`src/rtl/fault_injector_pkg.sv`:
```
// Shared types and constants for the fault injector: mode/state encodings, LFSR taps, burst length.
package fault_injector_pkg;

  typedef enum logic [1:0] {
    MODE_OFF      = 2'd0,
    MODE_SINGLE   = 2'd1,
    MODE_PERIODIC = 2'd2,
    MODE_BURST    = 2'd3
  } mode_e;

  typedef enum logic [2:0] {
    S_IDLE   = 3'd0,
    S_WAIT   = 3'd1,
    S_BUILD  = 3'd2,
    S_INJECT = 3'd3,
    S_GAP    = 3'd4
  } state_e;

  localparam logic [31:0] LFSR_TAPS = 32'h8020_0003;
  localparam int          BURST_LEN = 4;

  function automatic logic [6:0] popcount64(input logic [63:0] v);
    logic [6:0] c;
    c = '0;
    for (int i = 0; i < 64; i++) c = c + 7'(v[i]);
    return c;
  endfunction

endpackage

```
`src/rtl/fi_lfsr.sv`:
```
// 32-bit Galois LFSR with parametrised seed and taps; shifts right once per enabled cycle.
module fi_lfsr #(
  parameter logic [31:0] SEED = 32'hACE1_F00D,
  parameter logic [31:0] TAPS = 32'h8020_0003
) (
  input  logic        i_clk,
  input  logic        i_rst_n,
  input  logic        i_en,
  output logic [31:0] o_state
);

  logic [31:0] r_state;

  always_ff @(posedge i_clk or negedge i_rst_n) begin
    if (!i_rst_n)  r_state <= SEED;
    else if (i_en) r_state <= r_state[0] ? ((r_state >> 1) ^ TAPS) : (r_state >> 1);
  end

  assign o_state = r_state;

endmodule

```
`src/rtl/fault_injector.sv`:
```
// Random multi-bit XOR fault injector (single / periodic / burst) with saturating inject and detect counters.
// Define FI_DETECT_LATENCY_EN to add latency_o: cycles from the last injection start to the next detection.
module fault_injector
  import fault_injector_pkg::*;
#(
  parameter int          NUM_TARGETS = 22,
  parameter int          DATA_WIDTH  = 32,
  parameter int          MAX_FLIPS   = 8,
  parameter logic [31:0] SEED        = 32'hACE1_F00D,
  localparam int         TW          = $clog2(NUM_TARGETS),
  localparam int         FW          = $clog2(MAX_FLIPS + 1)
) (
  input  logic                  clk_i,
  input  logic                  rst_ni,
  input  logic [1:0]            mode_i,
  input  logic                  trigger_i,
  input  logic [15:0]           period_i,
  input  logic [FW-1:0]         nflips_i,
  input  logic [7:0]            hold_i,
  input  logic                  err_detect_i,
  output logic                  inject_valid_o,
  output logic [TW-1:0]         inject_target_o,
  output logic [DATA_WIDTH-1:0] inject_mask_o,
  output logic                  busy_o,
  output logic [15:0]           inject_count_o,
  output logic [15:0]           detect_count_o
`ifdef FI_DETECT_LATENCY_EN
  ,
  output logic [15:0]           latency_o
`endif
);

  localparam int BW = $clog2(DATA_WIDTH);

  state_e                r_state, w_state_nxt;
  mode_e                 w_mode;
  logic [31:0]           w_lfsr;
  logic [15:0]           r_wait_cnt;
  logic [7:0]            r_hold_cnt;
  logic [2:0]            r_burst_cnt;
  logic [FW-1:0]         r_flips, w_flips_req;
  logic [DATA_WIDTH-1:0] r_mask, w_mask_nxt;
  logic [TW-1:0]         r_target;
  logic [15:0]           r_inj_cnt, r_det_cnt;
  logic                  r_err_q;
  logic                  w_start, w_wait_done, w_build_done, w_hold_done, w_burst_more;
  logic                  w_enter_build, w_enter_inject, w_det_rise, w_valid;
  logic                  w_unused_lfsr_hi;

  assign w_mode = mode_e'(mode_i);

  fi_lfsr #(.SEED(SEED), .TAPS(LFSR_TAPS)) u_lfsr (
    .i_clk   (clk_i),
    .i_rst_n (rst_ni),
    .i_en    (r_state != S_IDLE),
    .o_state (w_lfsr)
  );
  assign w_unused_lfsr_hi = ^w_lfsr[31:16];

  assign w_start      = trigger_i && (w_mode == MODE_SINGLE || w_mode == MODE_BURST);
  assign w_wait_done  = (r_wait_cnt + 16'd1) >= period_i;
  assign w_flips_req  = (nflips_i > FW'(MAX_FLIPS)) ? FW'(MAX_FLIPS) : nflips_i;
  // A bit that is already set leaves the mask unchanged, so the build simply retries next cycle.
  assign w_mask_nxt   = r_mask | (DATA_WIDTH'(1) << w_lfsr[BW-1:0]);
  assign w_build_done = popcount64(64'(w_mask_nxt)) == 7'(r_flips);
  assign w_hold_done  = r_hold_cnt <= 8'd1;
  assign w_burst_more = (w_mode == MODE_BURST) && (r_burst_cnt < 3'(BURST_LEN - 1));
  assign w_det_rise   = err_detect_i && !r_err_q;

  assign w_enter_build  = (w_state_nxt == S_BUILD) && (r_state != S_BUILD);
  assign w_enter_inject = (r_state == S_BUILD) && (w_state_nxt == S_INJECT);

  always_ff @(posedge clk_i or negedge rst_ni) begin
    if (!rst_ni) r_state <= S_IDLE;
    else         r_state <= w_state_nxt;
  end

  always_comb begin
    w_state_nxt = r_state;
    case (r_state)
      S_IDLE: begin
        if (w_mode == MODE_PERIODIC) w_state_nxt = S_WAIT;
        else if (w_start)            w_state_nxt = S_BUILD;
      end
      S_WAIT: begin
        if (w_mode != MODE_PERIODIC) w_state_nxt = S_IDLE;
        else if (w_wait_done)        w_state_nxt = S_BUILD;
      end
      S_BUILD: begin
        if (r_flips == '0)     w_state_nxt = S_GAP;
        else if (w_build_done) w_state_nxt = S_INJECT;
      end
      S_INJECT: begin
        if (w_hold_done) w_state_nxt = S_GAP;
      end
      S_GAP: begin
        if (w_burst_more)                 w_state_nxt = S_BUILD;
        else if (w_mode == MODE_PERIODIC) w_state_nxt = S_WAIT;
        else                              w_state_nxt = S_IDLE;
      end
      default: w_state_nxt = S_IDLE;
    endcase
  end

  always_comb begin
    w_valid = (r_state == S_INJECT);
    busy_o  = (r_state != S_IDLE);
  end

  always_ff @(posedge clk_i or negedge rst_ni) begin
    if (!rst_ni) begin
      r_wait_cnt  <= '0;
      r_hold_cnt  <= '0;
      r_burst_cnt <= '0;
      r_flips     <= '0;
      r_mask      <= '0;
      r_target    <= '0;
      r_inj_cnt   <= '0;
      r_det_cnt   <= '0;
      r_err_q     <= 1'b0;
    end else begin
      r_wait_cnt <= (r_state == S_WAIT) ? r_wait_cnt + 16'd1 : 16'd0;

      if (w_enter_build) begin
        r_target <= TW'(w_lfsr[15:0] % 16'(NUM_TARGETS));
        r_mask   <= '0;
        r_flips  <= w_flips_req;
      end else if (r_state == S_BUILD && r_flips != '0) begin
        r_mask <= w_mask_nxt;
      end

      if (w_enter_inject)          r_hold_cnt <= (hold_i == 8'd0) ? 8'd1 : hold_i;
      else if (r_state == S_INJECT) r_hold_cnt <= r_hold_cnt - 8'd1;

      if (r_state == S_IDLE)     r_burst_cnt <= '0;
      else if (r_state == S_GAP) r_burst_cnt <= r_burst_cnt + 3'd1;

      r_err_q <= err_detect_i;
      if (w_enter_inject && r_inj_cnt != 16'hFFFF) r_inj_cnt <= r_inj_cnt + 16'd1;
      if (w_det_rise && r_det_cnt != 16'hFFFF)     r_det_cnt <= r_det_cnt + 16'd1;
    end
  end

  assign inject_valid_o  = w_valid;
  assign inject_target_o = r_target;
  assign inject_mask_o   = w_valid ? r_mask : '0;
  assign inject_count_o  = r_inj_cnt;
  assign detect_count_o  = r_det_cnt;

`ifdef FI_DETECT_LATENCY_EN
  logic [15:0] r_lat_cnt, r_latency;
  logic        r_injected;

  always_ff @(posedge clk_i or negedge rst_ni) begin
    if (!rst_ni) begin
      r_lat_cnt  <= '0;
      r_latency  <= 16'hFFFF;
      r_injected <= 1'b0;
    end else begin
      if (w_enter_inject) begin
        r_lat_cnt  <= '0;
        r_injected <= 1'b1;
      end else if (r_lat_cnt != 16'hFFFF) begin
        r_lat_cnt <= r_lat_cnt + 16'd1;
      end
      if (w_det_rise && r_injected) r_latency <= r_lat_cnt;
    end
  end

  assign latency_o = r_latency;
`endif

endmodule

```
`config.mk`:
```
export PLATFORM = sky130hd
export DESIGN_NAME = fault_injector
export DESIGN_NICKNAME = d
export VERILOG_FILES = /design/src/rtl/fault_injector_pkg.sv /design/src/rtl/fi_lfsr.sv /design/src/rtl/fault_injector.sv
export SDC_FILE = /design/constraint.sdc
export NUM_CORES = 1
export LEC_CHECK = 0
export ABC_AREA = 1
export BUFFER_PORTS_ARGS = -buffer_cell sky130_fd_sc_hd__buf_2
export CORE_UTILIZATION = 66
export CTS_BUF_LIST = sky130_fd_sc_hd__clkbuf_8
export CTS_CLUSTER_DIAMETER = 50
export DETAILED_ROUTE_END_ITERATION = 6
export PLACE_DENSITY_LB_ADDON = 0.2
export SETUP_SLACK_MARGIN = 0.1
export SLEW_MARGIN = 15
export SYNTH_ARGS = -nofsm -noshare
export SYNTH_HDL_FRONTEND = slang
export SYNTH_SLANG_ARGS = --single-unit
```
`constraint.sdc`:
```
create_clock -name clk_i -period 16.8 [get_ports clk_i]
set_input_delay 1.68 -clock clk_i [delete_from_list [all_inputs] [get_ports clk_i]]
set_output_delay 1.68 -clock clk_i [all_outputs]
set_load 0.02 [all_outputs]
```
==> impl_metrics.yaml <==
clock_tree:
  cts_setup_buffers: 0
  clockBufferDepth: 2
  cts_tree: "yes"
  ctsResizeCount: 0
  cts_htree_levels: 4
  cts.sinks: 136
  path_clk_slew_ns: 0.08
  cts_root_buf: "clkbuf_8"
  numCtsBuffers: 17
  cts.hold.buffers_added: 0
  insertion_delay_ns: 0.45
power_and_ir_drop:
  p_switching_w: 0.000339
  clkPwrFrac: 0.281
  seqPwrFrac: 0.435
  total_leakage_power_nw: 5.46
  combPwrFrac: 0.283
  p_per_area_mw_per_mm2: 86.7
  ir_drop_mv: 0.0822
  p_sw_frac: 0.382
  intPower_w: 0.000548
sta:
  hold_viol: 0
  slew_viol_final: 0
  fmax_ghz: 0.120
  fin_skew_ns: 0.0137
  fin_setup_tns_ns: 0
  worstMarginPinSlew_ns: 1.01
  rsz0062_at_grt: "no"
  post-route-period-util: 0.496
  relSlewSlack: 0.324
  fin_crit_ns: 8.33
  finalSetupViolCount: 0
place:
  place_congestion: 0.922
  dp_hpwl_mm: 14.2
  io_buffer_count: 104
  placed_cells: 1447
die:
  die_w_um: 120
  chipHeight_um: 120
  start_util: 0.686
  design.die.area_mm2: 0.0144
  boundaryPins: 105
  rows: 42
  core-area_mm2: 0.0134
logic_synthesis:
  synth_top_flop_cell: "dfrtp_1"
  synth_top_family_by_area: "simple AND/OR/NAND/NOR gates"
  synth.most_common_cell: "nand2_1"
  synthSimpleGateAreaFrac: 0.296
  synth_common_cells: "nand2_1 (224), inv_1 (180), nor2_1 (163)"
  synth_seq_cells: 136
  synth_top_area_share: 0.329
  synthMuxAreaShare: 0.00122
  synth-compound-area-share: 0.0857
  synthArstFlopShare: 1.00
  synthTopCellsByArea: "dfrtp_1 (33%), nand2_1 (9.1%), inv_1 (7.3%), nor2_1 (6.7%), fa_1 (5.2%)"
  syn_nets: 1283
  synthAdderAreaFrac: 0.0985
  ys_seq_area_frac: 0.372
  synth_edf_count: 0
  yosysTopAreaCell: "dfrtp_1"
  postSynthAreaPerCell_um2: 7.72
  synth_cells: 1191
  yosys_warnings: 0
  yosys.cell_types.count: 54
  synth_xor_area_frac: 0.0550
  synth_area_mm2: 0.00920
routing:
  ant_nets: 0
  vias_per_cell: 5.30
  drt_iter0_markers: 667
  routed_wl_mm: 19.2
  drtPass1Iterations: 7
  drt-wirelength-per-cell_um: 13.0
  drc: 0
  vias: 7843
worst_setup_path:
  cp-start-kind: "flop"
  cp_slowest_cell: "dfrtp_1"
  reg2reg_from: "u_lfsr.o_state[4]"
  cp_top_family: "adder cells"
  cp_common_cell: "fa_1"
  cp-end-kind: "flop"
  cp.arrival_ns: 8.66
  reg2regPathDepth: 28
  worstPathMaxFanout: 36
  reg2reg_slack_ns: 8.47
  required_ns: 17.13
  max_stage_delay_ns: 0.94
  timing.rr.end: "inject_target_o[4]"
  critical_path_class: "reg -> reg"
  crit_buf_inv: 6
grt:
  first_global_vias: 7252
  grt_pass1_wl_mm: 32.7
  grt_usage: 0.285
  antenna_found_initial: 0
  grt_start_max_net_pins: 71
  grt_overflow_total: 0
hold_path:
  min_to: "u_lfsr.o_state[15]"
  hp-start: "u_lfsr.o_state[16]"
  hold_path.class: "reg -> reg"
  whs_path_depth: 2
flow_run:
  maxCapViolations: 0
cells_and_area:
  finalNetCount: 1382
  synthToLayoutAreaGrowth_pct: 11.2
  stdcell_count: 1479
  layout-drive-gt1-share: 0.193
  n_antenna_cell: 0
  fillers: 1005
run_status:
  outcome: "complete, no violations"
## cells in the final DEF (no fill, tap or decap), types with 13 or more instances in the layout
| cell type | n |
|---|---|
| clkbuf_8 | 18 |
| nand2_2 | 42 |
| dfstp_2 | 15 |
| fa_1 | 24 |
| o21ai_0 | 42 |
| xnor2_1 | 14 |
| nand3_1 | 75 |
| a21oi_1 | 52 |
| buf_2 | 103 |
| dfrtp_1 | 121 |
| nand2_1 | 224 |
| ha_1 | 34 |
| nand4_1 | 13 |
| xor2_1 | 40 |
| nand2_4 | 16 |
| inv_1 | 183 |
| nor3_1 | 18 |
| nor2_1 | 161 |
## worst min-delay path, stage by stage (launching register included)
cell	delay, ns
dfstp_2	0.37
nand2_1	0.05
nand2_1	0.04
## power groups by stage
stage          clock [W]  combinational (W)  sequential (W)
3_3_place_gp           0           0.000243        0.000391
2_1_floorplan          0           0.000175        0.000395
4_1_cts         0.000254           0.000250        0.000385
6_report        0.000249           0.000251        0.000386
5_1_grt         0.000268           0.000283        0.000391
3_5_place_dp           0           0.000249        0.000391
## worst max path at each step
stage	from	end	slack, ns	depth (start not counted)
after CTS	u_lfsr.o_state[4]	inject_target_o[4]	8.49	28
after floorplan	u_lfsr.o_state[0]	r_mask[20]	9.84	29
after global placement	u_lfsr.o_state[4]	inject_target_o[4]	8.76	28
final	u_lfsr.o_state[4]	inject_target_o[4]	8.47	28
after global routing	u_lfsr.o_state[4]	inject_target_o[4]	7.73	26
after detailed placement	u_lfsr.o_state[4]	inject_target_o[4]	8.54	28
## cell families after synthesis
| kind of cell | Yosys count |
|---|---|
| adder cells (fa/ha/maj) | 58 |
| AND/OR/NAND/NOR | 586 |
| multiplexers | 1 |
| buffers and inverters | 222 |
| XOR/XNOR | 56 |
| flip-flops | 136 |
| AO/OA/AOI/OAI | 132 |
## sequential cells by signal, summed over array words and instances (netlist names)
register         cells
r_flips              4
inject_target_o      5
r_wait_cnt          16
r_mask              32
r_burst_cnt          3
u_lfsr.o_state      32
inject_count_o      16
detect_count_o      16
r_state              3
r_hold_cnt           8
r_err_q              1
## stage by stage
| step | cell area, um^2 | utilization | setup slack [ns] | total power, W | hold WS (ns) |
|---|---|---|---|---|---|
| floorplan | 9200 | - | 9.84 | 0.000570 | 0.442 |
| global placement | 9870 | 0.737 | 8.76 | 0.000633 | 0.450 |
| detailed placement | 9870 | 0.737 | 8.54 | 0.000640 | 0.453 |
| CTS | 10200 | 0.763 | 8.49 | 0.000890 | 0.466 |
| global route | 10200 | 0.763 | 7.73 | 0.000942 | 0.498 |
| finish | 10200 | 0.763 | 8.47 | 0.000886 | 0.463 |
## layer usage
| metal | vias up | track usage | wire [um] |
|---|---|---|---|
| met5 | - | 0 | 0 |
| met4 | 0 | 0.0961 | 332 |
| met3 | 34 | 0.0642 | 1040 |
| met2 | 218 | 0.465 | 9260 |
| met1 | 3659 | 0.376 | 8600 |
| li1 | 3932 | - | - |
## layout make-up
type	instances	area (um^2)	area share
clock buffers	18	248	0.0242
clock inverters	14	113	0.0110
repair buffers	108	557	0.0544
inverters	194	732	0.0716
multi-input cells	833	4940	0.483
flip-flops and latches	136	3420	0.335
well taps	176	220	0.0215
Note: power is estimated with default switching activity, not from simulation.
